**src/rtl/ace_line_pkg.sv**
```systemverilog
// Shared types and ACE encodings for the whole-line ACE master port.
package ace_line_pkg;

  typedef enum logic [1:0] {
    OP_READ_SHARED = 2'd0,
    OP_READ_UNIQUE = 2'd1,
    OP_MAKE_UNIQUE = 2'd2,
    OP_WRITE_BACK  = 2'd3
  } req_op_e;

  typedef enum logic [2:0] {
    ST_IDLE,
    ST_AR,
    ST_R,
    ST_AW,
    ST_W,
    ST_B,
    ST_ACK
  } ace_state_e;

  localparam logic [3:0] AR_SNOOP_READ_SHARED = 4'b0001;
  localparam logic [3:0] AR_SNOOP_READ_UNIQUE = 4'b0111;
  localparam logic [3:0] AR_SNOOP_MAKE_UNIQUE = 4'b1100;
  localparam logic [2:0] AW_SNOOP_WRITE_BACK  = 3'b011;
  localparam logic [1:0] DOMAIN_INNER         = 2'b01;
  localparam logic [1:0] BURST_INCR           = 2'b01;

  function automatic logic [3:0] ar_snoop_of(input req_op_e op);
    logic [3:0] snoop;
    snoop = AR_SNOOP_READ_SHARED;
    case (op)
      OP_READ_UNIQUE: snoop = AR_SNOOP_READ_UNIQUE;
      OP_MAKE_UNIQUE: snoop = AR_SNOOP_MAKE_UNIQUE;
      default:        snoop = AR_SNOOP_READ_SHARED;
    endcase
    return snoop;
  endfunction

endpackage

```
**src/rtl/ace_beat_counter.sv**
```systemverilog
// Beat counter for one line burst; saturates at the last beat and flags any beat seen beyond it.
module ace_beat_counter #(
  parameter int unsigned LINE_WORDS = 4,
  localparam int unsigned IW = (LINE_WORDS > 1) ? $clog2(LINE_WORDS) : 1
) (
  input  logic          clk,
  input  logic          rst,
  input  logic          clr,
  input  logic          inc,
  output logic [IW-1:0] cnt,
  output logic          last,
  output logic          full
);

  localparam logic [IW-1:0] LAST_IDX = IW'(LINE_WORDS - 1);

  assign last = (cnt == LAST_IDX);

  always_ff @(posedge clk) begin
    if (rst || clr) begin
      cnt  <= '0;
      full <= 1'b0;
    end else if (inc) begin
      if (last) full <= 1'b1;
      else      cnt  <= cnt + 1'b1;
    end
  end

endmodule

```
**src/rtl/ace_line_port.sv**
```systemverilog
// ACE master port running whole-cache-line read (AR/R) and writeback (AW/W/B) bursts.
module ace_line_port
  import ace_line_pkg::*;
#(
  parameter int unsigned WIDTH_A    = 32,
  parameter int unsigned WIDTH_D    = 32,
  parameter int unsigned LINE_WORDS = 4,
  localparam int unsigned IW = (LINE_WORDS > 1) ? $clog2(LINE_WORDS) : 1
) (
  input  logic               clk,
  input  logic               rst,
  input  logic               req_valid,
  output logic               req_ready,
  input  logic [1:0]         req_op,
  input  logic [WIDTH_A-1:0] req_addr,
  output logic               fill_valid,
  output logic [IW-1:0]      fill_idx,
  output logic [WIDTH_D-1:0] fill_data,
  output logic [IW-1:0]      wb_idx,
  input  logic [WIDTH_D-1:0] wb_data,
  output logic               done,
  output logic               resp_err,
  output logic               resp_shared,
  output logic               resp_dirty,
  output logic               AR_VALID,
  input  logic               AR_READY,
  output logic [WIDTH_A-1:0] AR_ADDR,
  output logic [7:0]         AR_LEN,
  output logic [2:0]         AR_SIZE,
  output logic [1:0]         AR_BURST,
  output logic [3:0]         AR_SNOOP,
  output logic [1:0]         AR_DOMAIN,
  input  logic               R_VALID,
  output logic               R_READY,
  input  logic [WIDTH_D-1:0] RDATA,
  input  logic               R_LAST,
  input  logic [3:0]         RRESP,
  output logic               RACK,
  output logic               AW_VALID,
  input  logic               AW_READY,
  output logic [WIDTH_A-1:0] AW_ADDR,
  output logic [7:0]         AW_LEN,
  output logic [2:0]         AW_SIZE,
  output logic [1:0]         AW_BURST,
  output logic [2:0]         AW_SNOOP,
  output logic [1:0]         AW_DOMAIN,
  output logic               W_VALID,
  input  logic               W_READY,
  output logic [WIDTH_D-1:0] W_DATA,
  output logic               W_LAST,
  input  logic               B_VALID,
  output logic               B_READY,
  input  logic [1:0]         BRESP,
  output logic               WACK
);

  localparam int unsigned      LINE_BYTES = LINE_WORDS * (WIDTH_D / 8);
  localparam logic [WIDTH_A-1:0] ALIGN_MASK = ~(WIDTH_A'(LINE_BYTES - 1));
  localparam logic [2:0]       BEAT_SIZE  = 3'($clog2(WIDTH_D / 8));
  localparam logic [7:0]       LINE_LEN   = 8'(LINE_WORDS - 1);

  ace_state_e         state_q, state_d;
  req_op_e            op_q;
  logic [WIDTH_A-1:0] addr_q;
  logic               err_q, shared_q, dirty_q;
  logic               fill_valid_q;
  logic [IW-1:0]      fill_idx_q;
  logic [WIDTH_D-1:0] fill_data_q;

  logic               accept, r_beat, w_beat, is_mu;
  logic [IW-1:0]      beat_cnt;
  logic               beat_last, beat_full;
  logic               r_expect_last, r_misplaced;

  assign accept = (state_q == ST_IDLE) && req_valid;
  assign r_beat = (state_q == ST_R) && R_VALID;
  assign w_beat = (state_q == ST_W) && W_READY;
  assign is_mu  = (op_q == OP_MAKE_UNIQUE);

  ace_beat_counter #(.LINE_WORDS(LINE_WORDS)) u_beat_counter (
    .clk  (clk),
    .rst  (rst),
    .clr  (accept),
    .inc  (r_beat || w_beat),
    .cnt  (beat_cnt),
    .last (beat_last),
    .full (beat_full)
  );

  // MakeUnique is a single-beat burst, so its R_LAST belongs on beat 0.
  assign r_expect_last = is_mu ? (beat_cnt == '0) : beat_last;
  assign r_misplaced   = beat_full || (R_LAST != r_expect_last);

  always_comb begin
    state_d = state_q;
    case (state_q)
      ST_IDLE: if (req_valid) state_d = (req_op_e'(req_op) == OP_WRITE_BACK) ? ST_AW : ST_AR;
      ST_AR:   if (AR_READY) state_d = ST_R;
      ST_R:    if (R_VALID && R_LAST) state_d = ST_ACK;
      ST_AW:   if (AW_READY) state_d = ST_W;
      ST_W:    if (W_READY && beat_last) state_d = ST_B;
      ST_B:    if (B_VALID) state_d = ST_ACK;
      ST_ACK:  state_d = ST_IDLE;
      default: state_d = ST_IDLE;
    endcase
  end

  always_ff @(posedge clk) begin
    if (rst) begin
      state_q      <= ST_IDLE;
      op_q         <= OP_READ_SHARED;
      addr_q       <= '0;
      err_q        <= 1'b0;
      shared_q     <= 1'b0;
      dirty_q      <= 1'b0;
      fill_valid_q <= 1'b0;
      fill_idx_q   <= '0;
      fill_data_q  <= '0;
    end else begin
      state_q      <= state_d;
      fill_valid_q <= r_beat && !is_mu && !beat_full;
      if (accept) begin
        op_q     <= req_op_e'(req_op);
        addr_q   <= req_addr & ALIGN_MASK;
        err_q    <= 1'b0;
        shared_q <= 1'b0;
        dirty_q  <= 1'b0;
      end
      if (r_beat) begin
        fill_idx_q  <= beat_cnt;
        fill_data_q <= RDATA;
        shared_q    <= RRESP[3];
        dirty_q     <= RRESP[2];
        if ((RRESP[1:0] != 2'b00) || r_misplaced) err_q <= 1'b1;
      end
      if ((state_q == ST_B) && B_VALID && (BRESP != 2'b00)) err_q <= 1'b1;
    end
  end

  assign req_ready   = (state_q == ST_IDLE);
  assign done        = (state_q == ST_ACK);
  assign RACK        = done && (op_q != OP_WRITE_BACK);
  assign WACK        = done && (op_q == OP_WRITE_BACK);
  assign resp_err    = err_q;
  assign resp_shared = shared_q;
  assign resp_dirty  = dirty_q;

  assign fill_valid = fill_valid_q;
  assign fill_idx   = fill_idx_q;
  assign fill_data  = fill_data_q;

  assign AR_VALID  = (state_q == ST_AR);
  assign AR_ADDR   = addr_q;
  assign AR_LEN    = is_mu ? 8'd0 : LINE_LEN;
  assign AR_SIZE   = BEAT_SIZE;
  assign AR_BURST  = BURST_INCR;
  assign AR_SNOOP  = ar_snoop_of(op_q);
  assign AR_DOMAIN = DOMAIN_INNER;
  assign R_READY   = (state_q == ST_R);

  assign AW_VALID  = (state_q == ST_AW);
  assign AW_ADDR   = addr_q;
  assign AW_LEN    = LINE_LEN;
  assign AW_SIZE   = BEAT_SIZE;
  assign AW_BURST  = BURST_INCR;
  assign AW_SNOOP  = AW_SNOOP_WRITE_BACK;
  assign AW_DOMAIN = DOMAIN_INNER;

  assign wb_idx  = beat_cnt;
  assign W_VALID = (state_q == ST_W);
  assign W_DATA  = wb_data;
  assign W_LAST  = beat_last;
  assign B_READY = (state_q == ST_B);

endmodule
```
**config.mk**
```make
export PLATFORM = sky130hd
export DESIGN_NAME = ace_line_port
export DESIGN_NICKNAME = d
export VERILOG_FILES = /design/src/rtl/ace_line_pkg.sv /design/src/rtl/ace_beat_counter.sv /design/src/rtl/ace_line_port.sv
export SDC_FILE = /design/constraint.sdc
export NUM_CORES = 1
export LEC_CHECK = 0
export BUFFER_PORTS_ARGS = -buffer_cell sky130_fd_sc_hd__buf_2
export CORE_AREA = 5 5 112 114
export DETAILED_ROUTE_END_ITERATION = 10
export DIE_AREA = 0 0 117 119
export GPL_TIMING_DRIVEN = 0
export PLACE_DENSITY_LB_ADDON = 0.08
export SYNTH_ARGS = -nofsm -noshare
export SYNTH_HDL_FRONTEND = slang
export SYNTH_SLANG_ARGS = --single-unit
```
**constraint.sdc**
```tcl
create_clock -name clk -period 2.7 [get_ports clk]
set_clock_uncertainty 0.05 [all_clocks]
set_input_delay 0.54 -clock clk [delete_from_list [all_inputs] [get_ports clk]]
set_output_delay 0.54 -clock clk [all_outputs]
set_load 0.03 [all_outputs]
```
=== Yosys cells after proc, flatten, opt, wreduce, memory -nomap -nowiden ===
Cells that the tools add are included.

* Register bits after elaboration: 74
* Output and inout port bits: 183
* Word-level logic and storage cells: 75

* Add/subtract/negate cells: 1
* Equal/unequal tests: 19
* Mux-type cells: 18
* Bitwise logic cells: 1
* Reductions and logical operators: 25

{| class="wikitable"
|+ Operators by type and width
! cell !! number
|-
| 3-bit two-way mux || 6
|-
| 3-bit one-hot mux with 6 select lines || 1
|-
| 1-bit logical AND || 11
|-
| 3-bit equality test (second input constant) || 3
|-
| 2-bit equality test (second input constant) || 4
|-
| 1-bit two-way mux || 8
|-
| 2-bit by 1-bit != test with 1-bit output (second input constant) || 4
|-
| 4-bit one-hot mux with 2 select lines || 1
|-
| 3-bit by 2-bit equality test with 1-bit output (second input constant) || 2
|-
| 2-bit != test (second input constant) || 3
|-
| 6-bit AND reduction || 1
|-
| 2-bit nonzero test || 3
|-
| 1-bit logical OR || 4
|-
| 2-bit two-way mux || 2
|-
| 2-bit AND reduction || 2
|-
| 3-bit by 1-bit equality test with 1-bit output (second input constant) || 1
|-
| 3-bit zero test || 1
|-
| 2-bit by 1-bit adder with 2-bit output (second input constant) || 1
|-
| 2-bit by 1-bit equality test with 1-bit output (second input constant) || 1
|-
| 1-bit zero test || 2
|-
| 2-bit zero test || 1
|-
| 1-bit != test || 1
|-
| 1-bit inverter || 1
|}

=== Longest topological paths before layout ===
Gate-level depths: netlist (run 1).

* Word-level depth: 8
* Depth in mapped cells: 6
* Depth with buffers taken out: 6

=== By module ===
Synthesis (run 1) repeated with hierarchy kept, for this count alone.

* Cell total of the unflattened synthesis: 465
* Area total of the unflattened synthesis: 3,796.1 um2

{| class="wikitable"
|+ Modules (own cells, without submodules)
! module !! times used !! cells an instance !! area an instance (um2) !! sequential area each (um2)
|-
| ace_line_port || 1 || 454 || 3,671.0 || 1,421.4
|-
| ace_beat_counter || 1 || 11 || 125.1 || 60.1
|}

=== Worst setup path after synthesis (run 1) ===
OpenSTA, ideal clock, no wires.

* Path kind: reg2out
* From: reg state_q[1]
* To: out RACK
* Data arrival time: 1,383 ps
* Required time: 2,110 ps
* Slack: 727 ps
* Stages on the path, launching flop included: 4
* Path buffers: 1
* Cell sequence: dfxtp_1 buf_2 and3b_2 nor2b_1

* Cells in the longest elaborated chain, start to end: 2

{| class="wikitable"
|+ RTL lines
! element !! RTL line !! RTL
|-
| from (decl) || ace_line_port.sv:62 || <nowiki>ace_state_e state_q, state_d;</nowiki>
|-
| from (signal assigned) || ace_line_port.sv:120 || <nowiki>state_q <= state_d;</nowiki>
|-
| 3-bit equality test || ace_line_port.sv:141 || <nowiki>assign done = (state_q == ST_ACK);</nowiki>
|-
| named net done || ace_line_port.sv:21 || <nowiki>output logic done,</nowiki>
|-
| 1-bit logical AND || ace_line_port.sv:142 || <nowiki>assign RACK = done && (op_q != OP_WRITE_BACK);</nowiki>
|-
| to (decl) || ace_line_port.sv:38 || <nowiki>output logic RACK,</nowiki>
|}

The timed path passes the listed nets, and every way through them passes these cells.

=== Worst setup path after layout (run 1) ===
* From: reg state_q[1]
* To: out RACK

* Cells in the longest elaborated chain, start to end: 2

{| class="wikitable"
|+ RTL lines
! element !! RTL line
|-
| 3-bit equality test || ace_line_port.sv:141
|-
| 1-bit logical AND || ace_line_port.sv:142
|}

No other way between the ends.

==> results of run 1 <==
-- sequential cells by signal, indices dropped and copies added, names as in the netlist --
signal               cells
AR_ADDR                 28
fill_data               32
fill_idx                 2
fill_valid               1
op_q                     2
resp_dirty               1
resp_err                 1
resp_shared              1
state_q                  3
u_beat_counter.cnt       2
u_beat_counter.full      1
-- metrics by stage --
stage	hold WS, ns	utilization [%]	cell area (sq um)	setup slack, ns
after floorplan	0.376	-	3830	0.727
after global placement	0.390	45.1	5110	0.927
after detailed placement	0.396	45.1	5110	0.922
after CTS	0.389	47.5	5370	0.569
after global routing	0.390	47.5	5370	0.504
final	0.398	47.5	5370	0.587
-- report_power, final --
group	internal (mW)	total, mW	switching (mW)
combinational	0.738	2.17	1.43
sequential	1.27	1.41	0.138
clock	0.644	1.08	0.439
-- per-layer routing --
metal / GRT usage (%) / vias to the layer above
met5: 0 / -
met4: 3.73 / 0
met3: 5.73 / 10
met2: 27.9 / 168
met1: 17.8 / 1565
li1: - / 1881
-- cell families (layout without fill, tap and decap cells) --
family	Yosys count	after routing	share of synthesized area (%)
and+or+nand+nor	163	163	19.5
AOI/OAI and AO/OA	79	79	11.5
xor gates and xnor gates	2	2	0.474
buffers and inverters	133	368	25.0
adders and majority gates	7	7	2.37
muxes	3	3	0.813
other	2	39	0.203
DFF	74	74	40.1
-- cells in the final DEF (no fill, tap or decap), types with 2 or more instances in the layout --
master / Yosys / final
a21oi_1: 70 / 70
and2_1: 4 / 4
and3b_2: 2 / 2
buf_2: 9 / 228
buf_4: 102 / 102
clkbuf_1: 11 / 14
clkbuf_16: 0 / 9
clkbuf_8: 1 / 2
clkinv_2: 0 / 3
conb_1: 2 / 39
dfxtp_1: 74 / 74
ha_1: 7 / 7
inv_1: 7 / 7
mux2i_1: 3 / 3
nand2_1: 133 / 133
nand3_1: 2 / 2
nand3_2: 2 / 2
nand3b_1: 4 / 4
nor2b_1: 2 / 2
nor3_1: 2 / 2
nor3_2: 3 / 3
o41ai_1: 2 / 2
xnor2_1: 2 / 2
-- layout make-up --
| cell class | count | area (sq um) | share of cell area [%] |
|---|---|---|---|
| timing repair buffer | 219 | 1100 | 20.4 |
| buffer | 126 | 897 | 16.7 |
| clock inverter | 3 | 15.0 | 0.279 |
| multi-input combinational | 293 | 1430 | 26.6 |
| inverter | 7 | 26.3 | 0.489 |
| clock buffer | 13 | 250 | 4.66 |
| tap | 143 | 179 | 3.33 |
| sequential | 74 | 1480 | 27.6 |
-- worst min path at each step --
stage                          to  slack (ns)  depth (start not counted)
floorplan              fill_valid        0.38                          1
global placement    fill_data[14]        0.39                          2
detailed placement  fill_data[26]        0.40                          2
CTS                 fill_data[28]        0.39                          3
global route         fill_data[3]        0.39                          3
finish              fill_data[10]        0.40                          3
-- worst reg2reg max path: stages, from the launching register on --
cell,delay [ns]
dfxtp_1,0.42
ha_1,0.28
mux2i_1,0.25
xnor2_1,0.09
o41ai_1,0.42
a31oi_1,0.14
==> results, run 1 <==
- Counting buffers and inverters, the worst setup path is 4 cells deep.
- The flow ran to the end, and the final reports show no timing, DRC or antenna violations.
- In this run the static leakage power is 2.86 nW.
- By instance count, the leading cell after synthesis is nand2_1.
- The post-route minimum period is 2.11 ns.
- Entering global routing, the biggest net connects 12 pins.
- The upper clock frequency limit is 0.473 GHz.
- The quantity of I/O buffers inserted on ports is 219.
- The met1 routed wirelength after detailed routing is 4470 microns.
- Summed over all nets, wire length on met2 after detailed routing comes to 5740 microns.
- The number of cells on the worst reg-to-reg path is 5.
- Wires add up to 11600 microns.
- The weighted congestion at the end of routability-driven global placement is 0.778.
- The cell with the most instances on the worst path is buf_2.
- The synthesized design contains 74 register bits.
- The critical hold path startpoint is RDATA[10].
- TritonCTS built the clock tree.
- After floorplanning, the core was sized to cover 0.0113 sq mm.
- The hold-fix buffer count after cts is 0.
- The post-route netlist has 48.7% of its cells at a drive strength greater than 1.
- The number of placed instances, taps included, is 862.
- In the synthesized netlist the dominant register cell turns out to be dfxtp_1.
- In this run the power density over the cells is 867 mW/mm^2.
- The count of pins over their slew limit is 0.
- The initial antenna violation count came to 0.
- STA classifies the critical path startpoint as a register.
- STA classifies the critical path endpoint as an output pin.
- The fill cell total of the finished layout is 1186.
- The top metal layer carrying routed signals is met4.
- In the synthesized netlist, the cells that appear most often are nand2_1, buf_4, dfxtp_1.
- In the detailed route, the total length drawn on met3 is 1300 microns.
- The number of setup violations in the final report is 0.
- Max-cap violations in this run came to 0.
- Counting distinct cell types in the post-synthesis netlist gives 40.
- The reg-to-reg setup timing slack is 0.93 ns.
- Setup repair after global routing left no endpoint under its margin.
- The first global-routing pass estimated 17600 microns of wire.
- The number of clock sinks is 74.
- The type of the most critical hold path is input port to register.
- From left edge to right edge, the die measures 117 microns.
- The overall power consumption is 4.66 mW.
- The starting density of the core is 32.6%.
- The clock tree buffer depth is 2.
- The number of standard cells in the layout, taps in and fillers out is 878.
- The number of hold violations in the final report is 0.
- The average instance area after synthesis is 7.98 sq um.
- In the routed layout, each cell is associated on average with a via count of 4.13.
- The number of rows in the core area is 39.
- The most critical setup path has its startpoint at state_q[1].
- The number of iterations in the first detailed-routing pass is 6.
- The signal on the critical path passes through buf_2 > and3b_2 > nor2b_1 > buf_2.
- The final antenna diode count is 0.
- The largest incremental delay on the critical path is 0.43 ns.
- Synthesis produced a netlist whose cell count is 463.
- The number of nets in the finished design is 850.
- The share of flip-flops with an asynchronous set or reset after synthesis is 0%.
- The post-synthesis instance area is 0.00369 sq mm.
- The number of gates resized after cts is 0.
- Once the clock tree was built, the setup fixing pass inserted 0 buffers.
- The count of synthesis-stage warnings from yosys is 0.
- After detailed routing, the number of remaining DRC violations is 0.
- The H-tree was split into 3 levels.
- In the final timing run, aggregate negative setup slack is 0 ns.
- The startpoint identified for the worst register-to-register timing path is op_q[1].
- The root buffer cell is clkbuf_16.
- The die footprint is 0.0139 sq mm.
- The sequential share of the synthesized area is 40.1%.
- The insertion delay of the later-clocked pin in the worst-skew pair is 0.32 ns.
- The number of global-route vias before repair is 3489.
- During I/O placement, the number of pins put on the boundary was 296.
- In this run the critical register-to-register path is captured at resp_err.
- The number of buffers added by the clock tree synthesis step is 9.
- After clock tree synthesis, the clock-pin slew on the worst setup and hold paths is 0.06 ns.
- Along the worst path, the maximum fanout reaches 10.
- Dividing the final minimum period by the clock period gives 78.3%.
- Relative to the synthesized area, the layout overhead comes to 45.4%.
- The number of flops mapped to enable cells by yosys is 0.
- The critical path arrival is 1.52 ns.
- For the pin with the worst max-slew slack, the measured transition is 0.524 ns.
- The top cell type by area accounts for 40.1% of the synthesized area.
- The detailed router placed 3624 vias in this run.
- The largest total area in the synthesized netlist belongs to dfxtp_1.
- Sorting the synthesized cells by area gives the leading types as dfxtp_1, buf_4, nand2_1.
- The sum of buffers and inverters on the critical path is 2.
- The overall routing resource usage is 15.7%.
- The class of the most critical setup path is register to output pin.
- For this design, the slowest cell found on the critical path is dfxtp_1.
- The first routing iteration left 149 violations.
- In this run the tightest slew margin relative to its limit is 65.0%.
- The aggregate global routing overflow is 0.
- The vertical extent of the die is 119 microns.
- After detailed routing, the average wire length per cell comes to 13.2 microns.
- The most critical setup path has its endpoint at RACK.
- The detailed-placement wirelength estimate is 9610 microns.
- At the worst endpoint, the required time is 2.11 ns.
- IR analysis of the VDD net gives a maximum drop of 355 uV.
- The family of cells with the greatest summed delay on the critical path is buffers and inverters.
- The number of nets with antenna violations after detailed routing is 0.
Power figures use the tool's default switching activity.
==> run 2: changes to the inputs <==
--- a/config.mk
+++ b/config.mk
@@ -5,6 +5,7 @@
 export SDC_FILE = /design/constraint.sdc
 export NUM_CORES = 1
 export LEC_CHECK = 0
+export ABC_AREA = 1
 export BUFFER_PORTS_ARGS = -buffer_cell sky130_fd_sc_hd__buf_2
 export CORE_AREA = 5 5 112 114
 export DETAILED_ROUTE_END_ITERATION = 10
==> constraint.sdc (replaced) <==
create_clock -name clk -period 1.8 [get_ports clk]
set_clock_uncertainty 0.05 [all_clocks]
set_input_delay 0.36 -clock clk [delete_from_list [all_inputs] [get_ports clk]]
set_output_delay 0.36 -clock clk [all_outputs]
set_load 0.03 [all_outputs]
==> run 2 against run 1 <==
Effect of this change: hold slack got worse by 0.16 ns; via count increased by 3.8%; sequential cell count is the same; power rose by 69%; first-iteration DRC count is 2.7% lower; synthesized cell count is 5.8% higher; register-to-register slack worse by 0.56 ns; design area grew 2.3%; clock power rose by 74%; sequential power increased by 57%; worst setup slack worse by 0.50 ns.
==> results, run 2 <==
- The run finished with clean final reports.
- The worst register-to-register path begins at state_q[1].
- The number of setup violations in the final report is 0 (unchanged).
- The initial antenna violation count is 0 (unchanged).
- The average instance area after synthesis is 7.64 sq um (-4.3%).
- The power per cell area was 1430 mW/mm^2 (+65%).
- The worst-path maximum fanout was 5 (-5).
- The number of clock sinks is 74 (unchanged).
- The final antenna diode count is 0 (unchanged).
- The measured slew at the worst slew-check pin was 0.532 ns (+0.00741 ns).
- The floorplan die width is 117 microns (unchanged).
- Setup repair after global routing left no endpoint under its margin.
- The number of nets in the finished design is 876 (+3.1%).
- The share of the core filled with cells is 48.6% (+1.1 points).
- The number of nets with antenna violations after detailed routing is 0 (unchanged).
- The peak supply drop is 530 uV (+49%).
- The net switching share of the total power is 43.2% (+0.10 points).
- The required time of the critical path was 1.39 ns (-0.72 ns).
- The number of flops mapped to enable cells by yosys came to 0 (unchanged).
- The critical hold path startpoint is RDATA[23].
- The CTS H-tree depth is 3 (unchanged).
- The total I/O pin count came to 296 (unchanged).
- The post-synthesis instance area came to 0.00374 sq mm (+1.3%).
- The commonest cells after synthesis are buf_4, nor2_1, dfxtp_1.
- The most instantiated library cell after synthesis is buf_4.
- The number of standard cells in the layout, taps in and fillers out is 903 (+2.8%).
- By area the synthesized netlist is led by dfxtp_1, buf_4, nor2_1.
- The number of register bits inferred by synthesis was 74 (unchanged).
- The share of final-layout standard cells stronger than drive strength 1 came to 47.9% (-0.81 points).
- The clock power share is 23.9% (+0.7 points).
- The top cell types in the final layout, fill and taps aside, are buf_2, buf_4, nor2_1.
- The post-route minimum period is 1.71 ns.
- From synthesis to final layout, the design area changed by 46.9%.
- The worst slack after detailed placement was -0.00949 ns (-0.932 ns).
- The number of cells on the worst reg-to-reg path is 6 (+1).
- Of the available clock period, the critical path in the final layout requires 95.2%.
- The tightest min-delay check is of the input port to register type.
- The number of global-route vias before repair is 3521 (+0.92%).
- The number of hold violations in the final report is 0 (unchanged).
- The minimum setup slack in the final design came to 0.0870 ns (-0.500 ns).
- The upper clock frequency limit is 0.584 GHz.
- The internal power is 4.47 mW (+68%).
- The count of pins over their slew limit is 0 (unchanged).
- The worst setup path is launched from a register.
- The sum of negative setup slack is 0 ns (unchanged).
- The number of flip-flops under the largest register name was 32 (unchanged).
- The detailed-placement wirelength estimate came to 9320 microns (-3.0%).
- The number of rows in the core area was 39 (unchanged).
- The reg-to-reg setup timing slack is 0.37 ns (-0.56 ns).
- The overall routing resource usage is 15.4% (-0.34 points).
- The most common cell after layout, fill and taps aside is buf_2.
- STA classifies the critical path endpoint as an output pin.
- Clock tree synthesis selected as its root buffer the cell clkbuf_16.
- The worst register-to-register path ends at fill_data[22].
- The quantity of I/O buffers inserted on ports came to 219 (unchanged).
- The number of max-cap violations is 0 (unchanged).
- The weighted congestion at the end of routability-driven global placement came to 0.769 (-1.2%).
- The share of flip-flops with an asynchronous set or reset after synthesis is 0% (unchanged).
- The buffer count from post-CTS setup fixing is 0 (unchanged).
- The leakage power total came to 2.98 nW (+4.4%).
- The number of buffers added by the clock tree synthesis step was 9 (unchanged).
- The count of synthesis-stage warnings from yosys came to 0 (unchanged).
- The average routed wire per standard cell is 12.7 microns (-4.4%).
- The first-pass GRT wire length was 17400 microns (-0.75%).
- The register clock-pin slew on the reported worst setup and hold paths is 0.06 ns (about the same).
- The critical path arrival is 1.30 ns (-0.22 ns).
- The overall via count from detail_route is 3762 (+3.8%).
- The relative contribution of combinational cells to total power is 48.0% (+1.4 points).
- The number of remaining DRC errors is 0 (unchanged).
- The vertical extent of the die came to 119 microns (unchanged).
- The number of iterations in the first detailed-routing pass was 6 (unchanged).
- The aggregate global routing overflow came to 0 (unchanged).
- The post-synthesis cell count was 490 (+5.8%).
- The sequential cell fraction of total power was 28.2% (-2.0 points).
- TritonCTS built the clock tree.
- The worst hold slack after final layout is 0.234 ns (-0.164 ns).
- The sequential share of the synthesized area was 39.6% (-0.51 points).
- The DRC violation total after the first TritonRoute iteration is 145 (-2.7%).
- The insertion delay of the later-clocked pin in the worst-skew pair was 0.32 ns (about the same).
- The hold-critical path depth is 3 (unchanged).
- The most used flip-flop cell after synthesis is dfxtp_1.
- The pin count of the biggest net entering global routing is 13 (+1).
- The placed cell count is 889 (+3.1%).
- The critical path is of the register to output pin type.
- The worst slew margin relative to its limit is 64.5% (-0.49 points).
- The net switching power of the design is 3.40 mW (+69%).
- The number of distinct library cell variants in the gate-level netlist after synthesis is 26 (-35%).
- The fraction of post-synthesis cell area in the top cell type by area was 39.6% (-0.51 points).
- The clock tree buffer depth is 2 (unchanged).
- The worst hold path terminates at fill_data[23].
- The post-synthesis cell type with the largest combined area is dfxtp_1.
- The overall routed net length is 11400 microns (-1.6%).
- The starting density of the core was 33.1% (+0.42 points).
- The via count normalized by instance count is 4.17 (+0.93%).
- The die footprint is 0.0139 sq mm (unchanged).
- The placeable core region is 0.0113 sq mm (unchanged).
## run 2: changes by cell type after synthesis, sizes merged, moves of 3 or more
cell,before,now
a21oi,70,40
mux2i,3,0
nand3b,4,0
nand2,133,58
nor2,2,80
inv,7,21
nand3,4,39
o21ai,1,38
and2,4,0
## run 2: worst max-delay path: stages (launching register included)
cell and delay [ns]:
dfxtp_1 0.41, ha_4 0.20, inv_1 0.08, buf_4 0.13, buf_4 0.16
## run 2: metal layers
metal,vias up,GRT usage (%),wire length [microns]
li1,1959,-,-
met3,9,5.48,1380
met1,1630,18.2,4400
met2,164,26.4,5540
met5,-,0,0
met4,0,3.73,119
## run 2: logic make-up after synthesis
logic type                 Yosys count  share of synthesized area [%]
AOI/OAI and AO/OA                   80                           10.8
adders and majority gates            7                           2.34
and+or+nand+nor                    181                           20.9
buffers and inverters              146                           26.2
other                                2                          0.201
DFF                                 74                           39.6
## run 2: worst max path at each step
| stage | startpoint | endpoint | slack [ns] | cells past startpoint |
|---|---|---|---|---|
| final | op_q[1] | AR_LEN[1] | 0.09 | 4 |
| after global routing | state_q[1] | WACK | 0.005 | 5 |
| after CTS | state_q[0] | B_READY | 0.03 | 3 |
| after detailed placement | rst | fill_data[29] | -0.009 | 6 |
| after global placement | rst | fill_data[23] | 0.02 | 6 |
| after floorplan | u_beat_counter.cnt[1] | state_q[1] | 0.06 | 8 |
## run 2: timing repair
action / CTS / global route
setup endpoints to repair: 4 / 7
hold buffers: 0 / 0
gates resized for setup: 8 / 8
hold endpoints to repair: 0 / 0
## run 2: through the flow
step | area, sq um | total power, mW
2_1_floorplan | 3880 | 5.02
3_3_place_gp | 5160 | 5.97
3_5_place_dp | 5160 | 6.01
4_1_cts | 5490 | 7.96
5_1_grt | 5500 | 8.38
6_report | 5500 | 7.87
## run 2: area by class of cell
type / count / area, sq um
Fill cell: 1208 / 5820
Timing Repair Buffer: 219 / 1110
Clock buffer: 10 / 229
Sequential cell: 74 / 1490
Buffer: 124 / 896
Multi-Input combinational cell: 307 / 1440
Inverter: 21 / 81.3
Clock inverter: 5 / 80.1
Tap cell: 143 / 179
## run 2: power groups by stage
stage               combinational [mW]  sequential (mW)  clock, mW
global route                      4.12             2.27       2.00
floorplan                         2.29             2.73          0
global placement                  3.75             2.22          0
CTS                               3.82             2.21       1.93
detailed placement                3.78             2.23          0
finish                            3.77             2.22       1.88
